`src/rtl/alarm_fsm.sv`:
```
// alarm_fsm
// ---------
// Home-alarm sequencing state machine. Time is measured in ticks of the
// external period timer, whose one-cycle clkFinish pulse arrives on `tick`.
// The machine runs the exit delay after arming, the entry delay after a
// delayed zone trips, and the siren timeout, after which it re-arms itself.
//
// Parameters
//   EXIT_DELAY  : ticks from an accepted arm to ARMED          (1..255)
//   ENTRY_DELAY : ticks from a delayed-zone trip to ALARM      (1..255)
//   SIREN_TIME  : ticks of siren before automatic re-arm       (1..255)
//   ENTRY_MASK  : sensor bits that are delayed (entry) zones; all other
//                 bits are instant zones
//
// Ports
//   clkSignal  in   system clock, all logic on its rising edge
//   RST        in   synchronous active-high reset
//   tick       in   one-cycle time-base pulse
//   sensor     in   [3:0] zone inputs, active-high, already synchronised
//   armReq     in   one-cycle pulse, valid code entered to arm
//   disarmReq  in   one-cycle pulse, valid code entered to disarm
//   siren      out  high in ALARM
//   buzzer     out  warning beeper, toggles per counted tick in EXIT/ENTRY
//   armedLed   out  high in every state except DISARMED
//   armFault   out  one-cycle pulse when an arm request is refused
//   tripZone   out  [3:0] latched sensor bits that caused ENTRY/ALARM
//   state      out  [2:0] DISARMED=0 EXIT=1 ARMED=2 ENTRY=3 ALARM=4
//
// Every output comes straight from a flop; there is no combinational path
// from any input to any output.

module alarm_fsm #(
    parameter int         EXIT_DELAY  = 10,
    parameter int         ENTRY_DELAY = 15,
    parameter int         SIREN_TIME  = 120,
    parameter logic [3:0] ENTRY_MASK  = 4'b0001
) (
    input  logic       clkSignal,
    input  logic       RST,
    input  logic       tick,
    input  logic [3:0] sensor,
    input  logic       armReq,
    input  logic       disarmReq,
    output logic       siren,
    output logic       buzzer,
    output logic       armedLed,
    output logic       armFault,
    output logic [3:0] tripZone,
    output logic [2:0] state
);

    typedef enum logic [2:0] {
        S_DISARMED = 3'd0,
        S_EXIT     = 3'd1,
        S_ARMED    = 3'd2,
        S_ENTRY    = 3'd3,
        S_ALARM    = 3'd4
    } state_t;

    // A timed transition fires on the DELAY-th counted tick, i.e. when the
    // counter already holds DELAY-1 and another tick arrives.
    localparam logic [7:0] EXIT_LAST  = 8'(EXIT_DELAY - 1);
    localparam logic [7:0] ENTRY_LAST = 8'(ENTRY_DELAY - 1);
    localparam logic [7:0] SIREN_LAST = 8'(SIREN_TIME - 1);

    // Registered state
    state_t     state_q;
    logic [7:0] cnt_q;
    logic       buzzer_q;
    logic       siren_q;
    logic       armed_led_q;
    logic       arm_fault_q;
    logic [3:0] trip_zone_q;

    // Next-state values
    state_t     state_n;
    logic [7:0] cnt_n;
    logic       buzzer_n;
    logic       siren_n;
    logic       armed_led_n;
    logic       arm_fault_n;
    logic [3:0] trip_zone_n;

    // Zone classification of the current sensor vector
    logic instant_trip;
    logic entry_trip;

    assign instant_trip = |(sensor & ~ENTRY_MASK);
    assign entry_trip   = |(sensor & ENTRY_MASK);

    // ------------------------------------------------------------------
    // State register
    // ------------------------------------------------------------------
    always_ff @(posedge clkSignal) begin
        if (RST) begin
            state_q     <= S_DISARMED;
            cnt_q       <= 8'd0;
            buzzer_q    <= 1'b0;
            siren_q     <= 1'b0;
            armed_led_q <= 1'b0;
            arm_fault_q <= 1'b0;
            trip_zone_q <= 4'd0;
        end else begin
            state_q     <= state_n;
            cnt_q       <= cnt_n;
            buzzer_q    <= buzzer_n;
            siren_q     <= siren_n;
            armed_led_q <= armed_led_n;
            arm_fault_q <= arm_fault_n;
            trip_zone_q <= trip_zone_n;
        end
    end

    // ------------------------------------------------------------------
    // Next-state and output logic
    // ------------------------------------------------------------------
    always_comb begin
        state_n     = state_q;
        cnt_n       = cnt_q;
        buzzer_n    = buzzer_q;
        arm_fault_n = 1'b0;
        trip_zone_n = trip_zone_q;

        unique case (state_q)
            S_DISARMED: begin
                // A simultaneous disarm cancels the arm request outright.
                if (armReq && !disarmReq) begin
                    if (sensor == 4'd0) begin
                        state_n     = S_EXIT;
                        trip_zone_n = 4'd0;
                    end else begin
                        arm_fault_n = 1'b1;
                    end
                end
            end

            S_EXIT: begin
                // Sensors are deliberately ignored while the user leaves.
                if (disarmReq) begin
                    state_n = S_DISARMED;
                end else if (tick && cnt_q == EXIT_LAST) begin
                    state_n = S_ARMED;
                end else if (tick) begin
                    cnt_n    = cnt_q + 8'd1;
                    buzzer_n = ~buzzer_q;
                end
            end

            S_ARMED: begin
                if (disarmReq) begin
                    state_n = S_DISARMED;
                end else if (instant_trip) begin
                    state_n     = S_ALARM;
                    trip_zone_n = sensor;
                end else if (entry_trip) begin
                    state_n     = S_ENTRY;
                    trip_zone_n = sensor;
                end
            end

            S_ENTRY: begin
                if (disarmReq) begin
                    state_n = S_DISARMED;
                end else if (instant_trip) begin
                    // Keep the original entry zone and add whatever else
                    // has come on since.
                    state_n     = S_ALARM;
                    trip_zone_n = trip_zone_q | sensor;
                end else if (tick && cnt_q == ENTRY_LAST) begin
                    state_n = S_ALARM;
                end else if (tick) begin
                    cnt_n    = cnt_q + 8'd1;
                    buzzer_n = ~buzzer_q;
                end
            end

            S_ALARM: begin
                // tripZone is kept across the re-arm so the display still
                // shows what set the alarm off.
                if (disarmReq) begin
                    state_n = S_DISARMED;
                end else if (tick && cnt_q == SIREN_LAST) begin
                    state_n = S_ARMED;
                end else if (tick) begin
                    cnt_n = cnt_q + 8'd1;
                end
            end

            default: begin
                state_n = S_DISARMED;
            end
        endcase

        // Any state change restarts the tick count; the beeper starts high
        // in the two warning states and is silent everywhere else.
        if (state_n != state_q) begin
            cnt_n    = 8'd0;
            buzzer_n = (state_n == S_EXIT) || (state_n == S_ENTRY);
        end

        siren_n     = (state_n == S_ALARM);
        armed_led_n = (state_n != S_DISARMED);
    end

    assign state    = state_q;
    assign siren    = siren_q;
    assign buzzer   = buzzer_q;
    assign armedLed = armed_led_q;
    assign armFault = arm_fault_q;
    assign tripZone = trip_zone_q;

endmodule

```
`config.mk`:
```
export PLATFORM = sky130hd
export DESIGN_NAME = alarm_fsm
export DESIGN_NICKNAME = d
export VERILOG_FILES = /design/src/rtl/alarm_fsm.sv
export SDC_FILE = /design/constraint.sdc
export NUM_CORES = 1
export LEC_CHECK = 0
export ABC_AREA = 1
export BUFFER_PORTS_ARGS = -buffer_cell sky130_fd_sc_hd__buf_2
export CAP_MARGIN = 25
export CORE_UTILIZATION = 45
export CTS_CLUSTER_SIZE = 28
export DETAILED_ROUTE_END_ITERATION = 8
export GPL_ROUTABILITY_DRIVEN = 1
export GPL_TIMING_DRIVEN = 0
export MAX_ROUTING_LAYER = met4
export PLACE_DENSITY = 0.78
export SYNTH_ARGS = -nofsm -noshare
export SYNTH_HDL_FRONTEND = slang
export SYNTH_SLANG_ARGS = --single-unit
```
`constraint.sdc`:
```
create_clock -name clkSignal -period 1.5 [get_ports clkSignal]
set_input_delay 0.3 -clock clkSignal [delete_from_list [all_inputs] [get_ports clkSignal]]
set_output_delay 0.3 -clock clkSignal [all_outputs]
set_load 0.05 [all_outputs]
```
## Word-level counts from Yosys, hierarchy flattened

Index checks and enable logic that the tools add are counted.

| cells by class | value |
|---|---|
| bitwise logic cells | 4 |
| reduce and logical (&&, ||, !) cells | 18 |
| equal/unequal tests | 28 |
| mux-type cells | 39 |
| add/sub/neg operators | 1 |

Operator list:

| operator | count |
|---|---|
| two-way mux 8 bit | 8 |
| two-way mux 3 bit | 12 |
| two-way mux 4 bit | 7 |
| case mux 8 bit (3 select lines) | 1 |
| != test 2 bit (second input constant) | 11 |
| != test 3 bit (second input constant) | 6 |
| equality test 8 x 4 -> 1 bit (second input constant) | 2 |
| case mux 3 bit (5 select lines) | 1 |
| case mux 4 bit (3 select lines) | 1 |
| nonzero test 3 bit | 4 |
| equality test 3 x 2 -> 1 bit (second input constant) | 3 |
| adder 8 x 1 -> 8 bit (second input constant) | 1 |
| equality test 8 x 7 -> 1 bit (second input constant) | 1 |
| two-way mux 1 bit | 8 |
| AND reduction 8 bit | 1 |
| AND reduction 7 bit | 1 |
| equality test 3 x 1 -> 1 bit (second input constant) | 2 |
| equality test 3 bit (second input constant) | 2 |
| AND reduction 6 bit | 1 |
| OR reduction 3 bit | 2 |
| logical AND 1 bit | 4 |
| logical NOT 4 bit | 1 |
| bitwise OR 4 bit | 1 |
| logical NOT 3 bit | 1 |
| other kinds (6) | 8 |

| word-level totals | value |
|---|---|
| bits of input ports | 9 |
| flip-flop bits (word level) | 19 |
| output and inout port bits | 11 |

## Longest topological paths before layout

Gate-level depths: netlist of run 1.

| depth | value |
|---|---|
| word-level depth | 9 |
| mapped depth | 15 |
| depth with buffers taken out | 15 |

## Least setup slack after synthesis of run 1

OpenSTA, ideal clock, no wires.

| timing path | value |
|---|---|
| path type | register -> register |
| from | register state_q[2] (netlist: state[2]) |
| to | register cnt_q[2] |
| period minus slack after synthesis | 1,868 ps |
| setup time | 119 ps |
| arrival | 1,749 ps |
| stages on the path, launching flop included | 10 |
| data required time | 1,381 ps |
| slack | -368 ps |
| cells stage by stage | dfxtp_1 inv_1 nand2_1 nor2_1 nand3_2 nand2_1 nor2_2 inv_1 nand2_1 a21oi_1 |

| between the ends | value |
|---|---|
| word-level cells in the longest chain between the ends | 6 |

RTL lines:

| element | line | text |
|---|---|---|
| start, declared | 67 | `state_t state_q;` |
| start signal, assigned | 104 | `state_q <= state_n;` |
| two-way mux 3 bit, on equally long branches | 169, 155 |  |
| two-way mux 3 bit, on equally long branches | 164, 152 |  |
| two-way mux 3 bit, on equally long branches | 162, 150 |  |
| case mux 3 bit (5 select lines) | 124 | `unique case (state_q)` |
| != test 3 bit | 196 | `if (state_n != state_q) begin` |
| OR reduction 2 bit (no source line) | -- |  |
| end signal, assigned | 105 | `cnt_q <= cnt_n;` |
| end, declared | 68 | `logic [7:0] cnt_q;` |

Parallel ways exist; a longest one is shown, timed or not.
A chain may end at the register's enable or synchronous reset.

## Worst setup path in the final report of run 1

| timing path | value |
|---|---|
| from | register cnt_q[1] |
| to | register cnt_q[6] |

| between the ends | value |
|---|---|
| word-level cells in the longest chain between the ends | 8 |

RTL lines:

| element |
|---|
| branches (longest 8 deep; another with adder 8 x 1 -> 8 bit) |

Several ways; the timed one is not identified. The select of a mux whose other input is x is not followed.

==> flow_summary.toml, run 1 <==
[status]
status = "finished with violations"
violations = "negative setup slack"

[route]
viasPerCell = 5.16
dr.pass1.iters = 4
ant_nets = 0
routed_wl_mm = 3.34
drt_iter0_drc = 43
wl_per_cell_um = 12.6
drcViolationCount = 0
num_vias = 1368

[worst_setup_path]
crit_fanout = 8
slowest_delay_ns = 0.43
worstSetupStartpointType = "flop"
worstPathArrival_ns = 1.98
reg2reg_from = "cnt_q[1]"
required_ns = 1.75
crit_buf_inv = 0
worst-setup-path-type = "reg -> reg"
cp-startpoint = "cnt_q[1]"
crit_top_cell = "nand2_1"
path_cells = "ha_4 -> nand2_1 -> nor2_1 -> nand2_1 -> nand2_1 -> nand2_1 -> nand3_2 -> nand2_1 -> nand2_2 -> nand4_4 -> a21oi_2"
slowest_stage = "dfxtp_4"
end_kind = "flop"
crit_family = "simple AND/OR/NAND/NOR gates"

[logic_synthesis]
syn-cell-area_um2 = 1240
async_flop_share_pct = 0
synth.most_common_cell = "nand2_1"
synthMuxAreaShare_pct = 0
synthFlopType = "dfxtp_1"
synth_xor_xnor_area_share_pct = 3.52
syn_nets = 214
synth_top_family_by_area = "simple AND/OR/NAND/NOR gates"
synth_seq_area_share_pct = 30.6
ys_seq_elements = 19
synth_enable_flop_cells = 0
ys_warn_count = 0
synth.area.top_cells = "dfxtp_1 31%, nand2_1 19%, nor2_1 9.6%"
synth_area_leader_cell = "dfxtp_1"
yosys-top-cells-count = "64 x nand2_1, 32 x nor2_1, 28 x inv_1"
syn_area_per_cell_um2 = 6.16
synth_compound_gate_area_share_pct = 8.94
synthAdderAreaFrac_pct = 3.02
synth_top_area_share_pct = 30.6
synth_simple_gate_area_share_pct = 44.9
ys_types = 21
synthCells = 202

[finish]
seqCellArea_um2 = 400
syn_to_final_growth_pct = 35.2
fill_cells = 212
multi_input_area_um2 = 922
finalNetCount = 248
final_area_um2 = 1680
antenna_cells = 0
drive_gt1_share_pct = 34.9
utilization_pct = 66.1

[placed_design]
dp_hpwl_mm = 2.04
port-buffer-count = 18
place_congestion = 0.858
dpl_cell_area_um2 = 1390

[sta]
drv_slew = 0
min_period_ns = 1.73
period_share_pct = 115
slew_headroom_pct = 68.3
setup_ws_ns = -0.229
clock_skew_ns = 0.00640
tightest_slew_ns = 0.475
setup_violations = 11
rsz0062_at_grt = "yes"
fmax_ghz = 0.578
hold_viol = 0

[grt]
grt_max_degree = 11
grt-ovfl-total = 0
grt_pass1_vias = 1128
grt_first_pass_wirelength_mm = 4.89
antenna_found_initial = 0
grtUsageTotal_pct = 24.0

[die]
fp.dieW_um = 54.6
dieArea_um2 = 2980
dieHeight_um = 54.6
num_rows = 18
coreArea_um2 = 2540
start_util_pct = 48.9
io_pins = 20

[min_path]
hold_start = "sensor[3]"
hp-class = "in -> reg"

[clock_network]
numCtsBuffers = 3
path_clk_slew_ns = 0.12
clock_latency_ns = 0.31
cts_sinks = 19
cts_tree = "built"
postCtsHoldBufs = 0
cts-root-buf = "clkbuf_4"
h-tree-depth = 1
clockBufferDepth = 2

[power_and_ir_drop]
vdd_drop_max_v = 0.000517
finalPower_mw = 0.848
p_per_area_nw_per_um2 = 504
swShare_pct = 26.5
seq_power_share_pct = 58.8
p_sw_mw = 0.225
clock_power_share_pct = 32.7
power.leakage_nw = 0.780
p_comb_share_pct = 8.5
power.internal_mw = 0.623

[run]
max_cap_viol_count = 0
==> cells in the final DEF, fill, tap and decap left out, types with 2 or more instances in the layout <==
cell and n:
nor2_2 5, ha_4 3, nand2_2 4, a21oi_2 10
buf_4 10, inv_4 3, buf_2 18, inv_1 24
o21ai_0 2, a21oi_1 5, clkbuf_4 3, dfxtp_1 13
nor2_1 25, nand4_1 5, nand3_1 8, dfxtp_4 5
nand2_1 60, nand3_2 4, inv_2 2, nor3_1 2
nand2_4 4, nor2_4 4, xor2_1 5
==> registers in the layout, indices dropped and copies added (netlist names) <==
signal,count
siren,1
armedLed,1
tripZone,4
state,3
armFault,1
buzzer,1
cnt_q,8
==> per-layer routing <==
metal	vias up	track usage, %	part of all wire [%]	wire [um]
met5	-	-	0	0
met4	0	11.5	2.9	96
met3	11	4.17	5.8	192
met2	48	34.3	45	1510
met1	602	32.3	46	1540
li1	707	-	-	-
==> power by group through the flow <==
stage / logic, mW / registers, mW / clock network (mW)
after floorplan: 0.0302 / 0.522 / 0
after global placement: 0.0609 / 0.514 / 0
after detailed placement: 0.0613 / 0.514 / 0
after CTS: 0.0649 / 0.499 / 0.276
after global routing: 0.0788 / 0.499 / 0.298
final: 0.0719 / 0.499 / 0.277
==> metrics by stage <==
stage / TNS, ns / hold slack (ns) / worst slack (ns) / instances
2_1_floorplan: 0 / 0.454 / 0.00324 / 202
3_3_place_gp: -3.11 / 0.446 / -0.274 / 250
3_5_place_dp: -3.17 / 0.454 / -0.292 / 250
4_1_cts: -1.49 / 0.275 / -0.169 / 263
5_1_grt: -3.65 / 0.271 / -0.353 / 265
6_report: -2.11 / 0.272 / -0.229 / 265
==> cells by family (layout without fill, tap and decap cells) <==
logic type	Yosys count	after routing
fa+ha+maj	3	3
compound gates	20	20
simple gates	125	125
buf+inv	30	63
xor+xnor	5	5
flops	19	19
==> cell type report <==
cell class / instances / share of cell area [%]
Buffer: 1 / 0.223
Clock buffer: 4 / 1.56
Inverter: 29 / 6.91
Multi-Input combinational cell: 153 / 54.8
Sequential cell: 19 / 23.8
Tap cell: 30 / 2.23
Timing Repair Buffer: 29 / 10.5
==> final timing paths <==
kind                 endpoint  slack [ns]  depth (start not counted)
setup / recovery     cnt_q[6]       -0.23                         11
hold / removal    tripZone[3]        0.27                          3
setup reg to reg     cnt_q[6]       -0.23                         11
hold reg to reg   tripZone[2]        0.47                          2
==> worst register-to-register path, cell delays in order, from the launching register on <==
cell	delay (ns)
dfxtp_4	0.43
ha_4	0.16
nand2_1	0.06
nor2_1	0.11
nand2_1	0.11
nand2_1	0.07
nand2_1	0.08
nand3_2	0.10
nand2_1	0.07
nand2_2	0.11
nand4_4	0.20
a21oi_2	0.17
==> timing repair <==
item	CTS	global route
resized for setup	27	24
buffers inserted	9	2
pin swaps	12	8
endpoints found under the setup margin	12	17
No activity file was read; power rests on OpenSTA's default activity.
==> inputs of run 2 (changes only) <==
CORE_MARGIN = 2   (was default)
==> run 2 against run 1 <==
- the run still ends with negative setup slack left
- highest routed layer unchanged
- via count up 0.88%
- cell count increased by 0.38%
- design area unchanged
- largest power group unchanged
- critical endpoint is now cnt_q[7]
- sequential cell count stayed put
==> flow_summary.toml, run 2 (synthesized netlist as in run 1, its figures left out) <==
[sta]
rsz0062_at_grt = "yes"
slew_headroom_pct = 70.9
fin_tns_setup_ns = -1.35
fin_hold_ws_ns = 0.270
clock_skew_ns = 0.0146
drv_slew = 0
setup_ws_ns = -0.188
min_period_ns = 1.69
setup_violations = 10
period_share_pct = 113
tightest_slew_ns = 0.437
hold_viol = 0
fmax_ghz = 0.592

[worst_setup_path]
required_ns = 1.76
crit_fanout = 5
crit_end = "cnt_q[7]"
worstPathArrival_ns = 1.95
rr_worst_depth = 8
worstSetupStartpointType = "flop"
reg2reg_from = "cnt_q[1]"
worst-setup-path-type = "reg -> reg"
r2r_end = "cnt_q[7]"
end_kind = "flop"
r2r_setup_slack_ns = -0.19
cp-startpoint = "cnt_q[1]"

[placed_design]
place_congestion = 0.927
dp_hpwl_mm = 2.02
numPlacedInstances = 251
port-buffer-count = 18
dpl_cell_area_um2 = 1390

[die]
start_util_pct = 46.3
fp.dieW_um = 56.6
io_pins = 20
num_rows = 19
dieArea_um2 = 3200
coreArea_um2 = 2690
dieHeight_um = 56.6

[finish]
syn_to_final_growth_pct = 35.2
fill_cells = 239
final_common_cell = "nand2_1"
antenna_cells = 0
max_flop_register = "cnt_q"
largest_reg_flops = 8
fin_cells = 266
final_area_um2 = 1680
multi_input_area_um2 = 921
final_cell_mix = "55 x nand2_1, 22 x inv_1, 22 x nor2_1"
drive_gt1_share_pct = 39.1
utilization_pct = 62.6
finalNetCount = 248
seqCellArea_um2 = 403

[route]
wl_per_cell_um = 11.9
drcViolationCount = 0
routed_wl_mm = 3.16
dr.pass1.iters = 5
drt_iter0_drc = 74
ant_nets = 0
viasPerCell = 5.19
num_vias = 1380

[clock_network]
h-tree-depth = 1
path_clk_slew_ns = 0.12
cts_tree = "built"
cts_sinks = 19
postCtsHoldBufs = 0
clockBufferDepth = 2
clock_latency_ns = 0.32
cts-root-buf = "clkbuf_4"
numCtsBuffers = 3

[grt]
grt_pass1_vias = 1172
antenna_found_initial = 0
grt_max_degree = 11
grt-ovfl-total = 0
grt_first_pass_wirelength_mm = 4.97
grtUsageTotal_pct = 20.0

[status]
violations = "negative setup slack"
status = "finished with violations"

[min_path]
hp-class = "in -> reg"

[power_and_ir_drop]
power.leakage_nw = 0.757
p_per_area_nw_per_um2 = 501
vdd_drop_max_v = 0.000580

[run]
max_cap_viol_count = 0
run 2: cell counts in the layout (fill, tap and decap cells not counted):
Identical to the previous run, type by type.
run 2: how the worst min path moves through the flow:
stage | slack (ns) | start | to | depth (start not counted)
after CTS | 0.27 | sensor[3] | tripZone[3] | 3
after floorplan | 0.45 | cnt_q[7] | cnt_q[7] | 2
after global placement | 0.45 | tripZone[2] | tripZone[2] | 2
after detailed placement | 0.45 | tripZone[0] | tripZone[0] | 2
after global routing | 0.28 | sensor[3] | tripZone[3] | 3
final | 0.27 | sensor[3] | tripZone[3] | 3
run 2: per-layer routing:
metal / vias to the layer above / GRT usage (%) / share of wire, %
li1: 701 / - / -
met1: 614 / 25.1 / 45
met2: 52 / 31.2 / 47
met3: 13 / 3.23 / 5.6
met4: 0 / 9.18 / 2.9
met5: - / - / 0
run 2: power by group:
group          total (mW)  switching (mW)  internal, mW
combinational      0.0674          0.0470        0.0204
clock               0.277           0.173         0.104
sequential          0.499         0.00128         0.498
total               0.843           0.221         0.622
run 2: worst max-delay path, cell delays in order, from the launching register on:
cell and delay (ns):
dfxtp_4 0.43, inv_4 0.05, buf_4 0.13, buf_4 0.12
nor3_1 0.35, nand4_1 0.16, xor2_1 0.16, nand2_1 0.10
a21oi_2 0.13
run 2: layout make-up:
class / instances / share of cell area [%]
clock buffers: 4 / 1.56
well taps: 31 / 2.30
repair buffers: 29 / 10.5
plain buffers: 1 / 0.223
inverters: 29 / 6.77
multi-input cells: 153 / 54.7
flip-flops and latches: 19 / 23.9
run 2: through the flow:
stage	total power, mW	setup WS, ns
floorplan	0.552	0.00324
global placement	0.574	-0.253
detailed placement	0.575	-0.273
CTS	0.842	-0.191
global route	0.875	-0.289
finish	0.843	-0.188
run 2: repair_timing:
| action | CTS | global route |
|---|---|---|
| endpoints found under the setup margin | 16 | 18 |
| hold endpoints to repair | 0 | 0 |
| gates cloned | 0 | 0 |
| pin swaps | 12 | 14 |
| resized for setup | 22 | 36 |
| buffers inserted | 8 | 3 |
==> inputs of run 3 (changes only) <==
SETUP_SLACK_MARGIN = 0.1   (was default)
==> run 3 against run 2 <==
- the flow still finishes with violations (negative setup slack)
- setup slack lost 0.027 ns
- register-to-register slack lost 0.03 ns
- clock power shrank 3%
- highest routed layer unchanged
- critical path depth grew 4
- largest cell class unchanged
- sequential power is essentially flat
- critical path type unchanged
- wire length grew 8.0%
==> flow_summary.toml, run 3 (synthesized netlist as in run 1, its figures left out) <==
[status]
status = "finished with violations"
violations = "negative setup slack"

[worst_setup_path]
crit_end = "cnt_q[0]"
reg2reg_from = "cnt_q[1]"
end_kind = "flop"
crit_fanout = 8
worst-setup-path-type = "reg -> reg"
worstSetupStartpointType = "flop"
rr_worst_depth = 12
cp-startpoint = "cnt_q[1]"
r2r_end = "cnt_q[0]"
r2r_setup_slack_ns = -0.22
required_ns = 1.73
worstPathArrival_ns = 1.95

[route]
routed_wl_mm = 3.42
wl_per_cell_um = 12.8
drcViolationCount = 0
drt_iter0_drc = 101
ant_nets = 0
dr.pass1.iters = 5
num_vias = 1407
viasPerCell = 5.27

[die]
fp.dieW_um = 56.6
num_rows = 19
dieHeight_um = 56.6
dieArea_um2 = 3200
io_pins = 20
start_util_pct = 46.3
coreArea_um2 = 2690

[placed_design]
dp_hpwl_mm = 2.05
port-buffer-count = 18
place_congestion = 0.905
place_ws_ns = -0.235

[sta]
tightest_slew_ns = 0.497
clock_skew_ns = 0.00640
hold_viol = 0
period_share_pct = 114
rsz0062_at_grt = "yes"
fin_tns_setup_ns = -1.87
min_period_ns = 1.72
fin_hold_ws_ns = 0.275
fmax_ghz = 0.583
setup_violations = 11
setup_ws_ns = -0.215
slew_headroom_pct = 66.9
drv_slew = 0

[power_and_ir_drop]
power.leakage_nw = 0.787
vdd_drop_max_v = 0.000417
p_per_area_nw_per_um2 = 488

[grt]
grt_max_degree = 11
grt_pass1_vias = 1154
grtUsageTotal_pct = 19.9
grt_first_pass_wirelength_mm = 4.96
grt-ovfl-total = 0
antenna_found_initial = 0

[clock_network]
cts_sinks = 19
path_clk_slew_ns = 0.11
h-tree-depth = 1
clock_latency_ns = 0.30
clockBufferDepth = 2
numCtsBuffers = 3
cts_tree = "built"
cts-root-buf = "clkbuf_4"

[finish]
antenna_cells = 0
final_common_cell = "nand2_1"
finalNetCount = 249
drive_gt1_share_pct = 39.8
syn_to_final_growth_pct = 38.4
utilization_pct = 64.1
max_flop_register = "cnt_q"
final_cell_mix = "51 x nand2_1, 21 x inv_1, 21 x nor2_1"
largest_reg_flops = 8

[min_path]
whs_path_depth = 3
hp-class = "in -> reg"

[run]
max_cap_viol_count = 0
run 3: routing by layer:
layer | vias to the layer above | GRT usage [%] | routed length [um]
met4 | 0 | 7.82 | 118
met5 | - | - | 0
met2 | 84 | 30.4 | 1580
met3 | 16 | 2.76 | 283
li1 | 702 | - | -
met1 | 605 | 26.5 | 1440
run 3: how the worst min path moves through the flow:
stage                startpoint           to
finish                sensor[1]  tripZone[1]
global route          sensor[1]  tripZone[1]
CTS                   sensor[3]  tripZone[3]
detailed placement  tripZone[1]  tripZone[1]
global placement    tripZone[0]  tripZone[0]
floorplan              cnt_q[7]     cnt_q[7]
run 3: metrics by stage:
| step | instances | power (mW) | area (um2) |
|---|---|---|---|
| after floorplan | 202 | 0.552 | 1290 |
| after global placement | 251 | 0.575 | 1420 |
| after detailed placement | 251 | 0.576 | 1420 |
| after CTS | 261 | 0.832 | 1540 |
| after global routing | 267 | 0.874 | 1720 |
| final | 267 | 0.841 | 1720 |
run 3: final cells by class:
class / count / area (um2)
Buffer: 1 / 3.75
Clock buffer: 4 / 26.3
Fill cell: 221 / 963
Inverter: 29 / 116
Multi-Input combinational cell: 154 / 965
Sequential cell: 19 / 400
Tap cell: 31 / 38.8
Timing Repair Buffer: 29 / 173
run 3: timing repair:
item,CTS,global route
gates resized for setup,12,39
pin swaps,1,16
buffers inserted,5,6
endpoints found under the setup margin,14,18
gates cloned,1,0
hold buffers,0,0
run 3: where the power goes:
group	internal [mW]	switching, mW	total, mW
clock network	0.104	0.166	0.270
registers	0.498	0.00146	0.499
logic	0.0216	0.0511	0.0727
total	0.623	0.218	0.841
run 3: worst max-delay path, stage by stage, from the launching register on:
cell and delay (ns):
dfxtp_4 0.40, inv_4 0.07, ha_4 0.13, nand2_4 0.06, nor2_4 0.13, nand2_1 0.10, nand2_1 0.08, nand2_1 0.07
nand2_2 0.09, nand3_2 0.08, nand2_2 0.10, nand4_4 0.18, a21oi_2 0.16
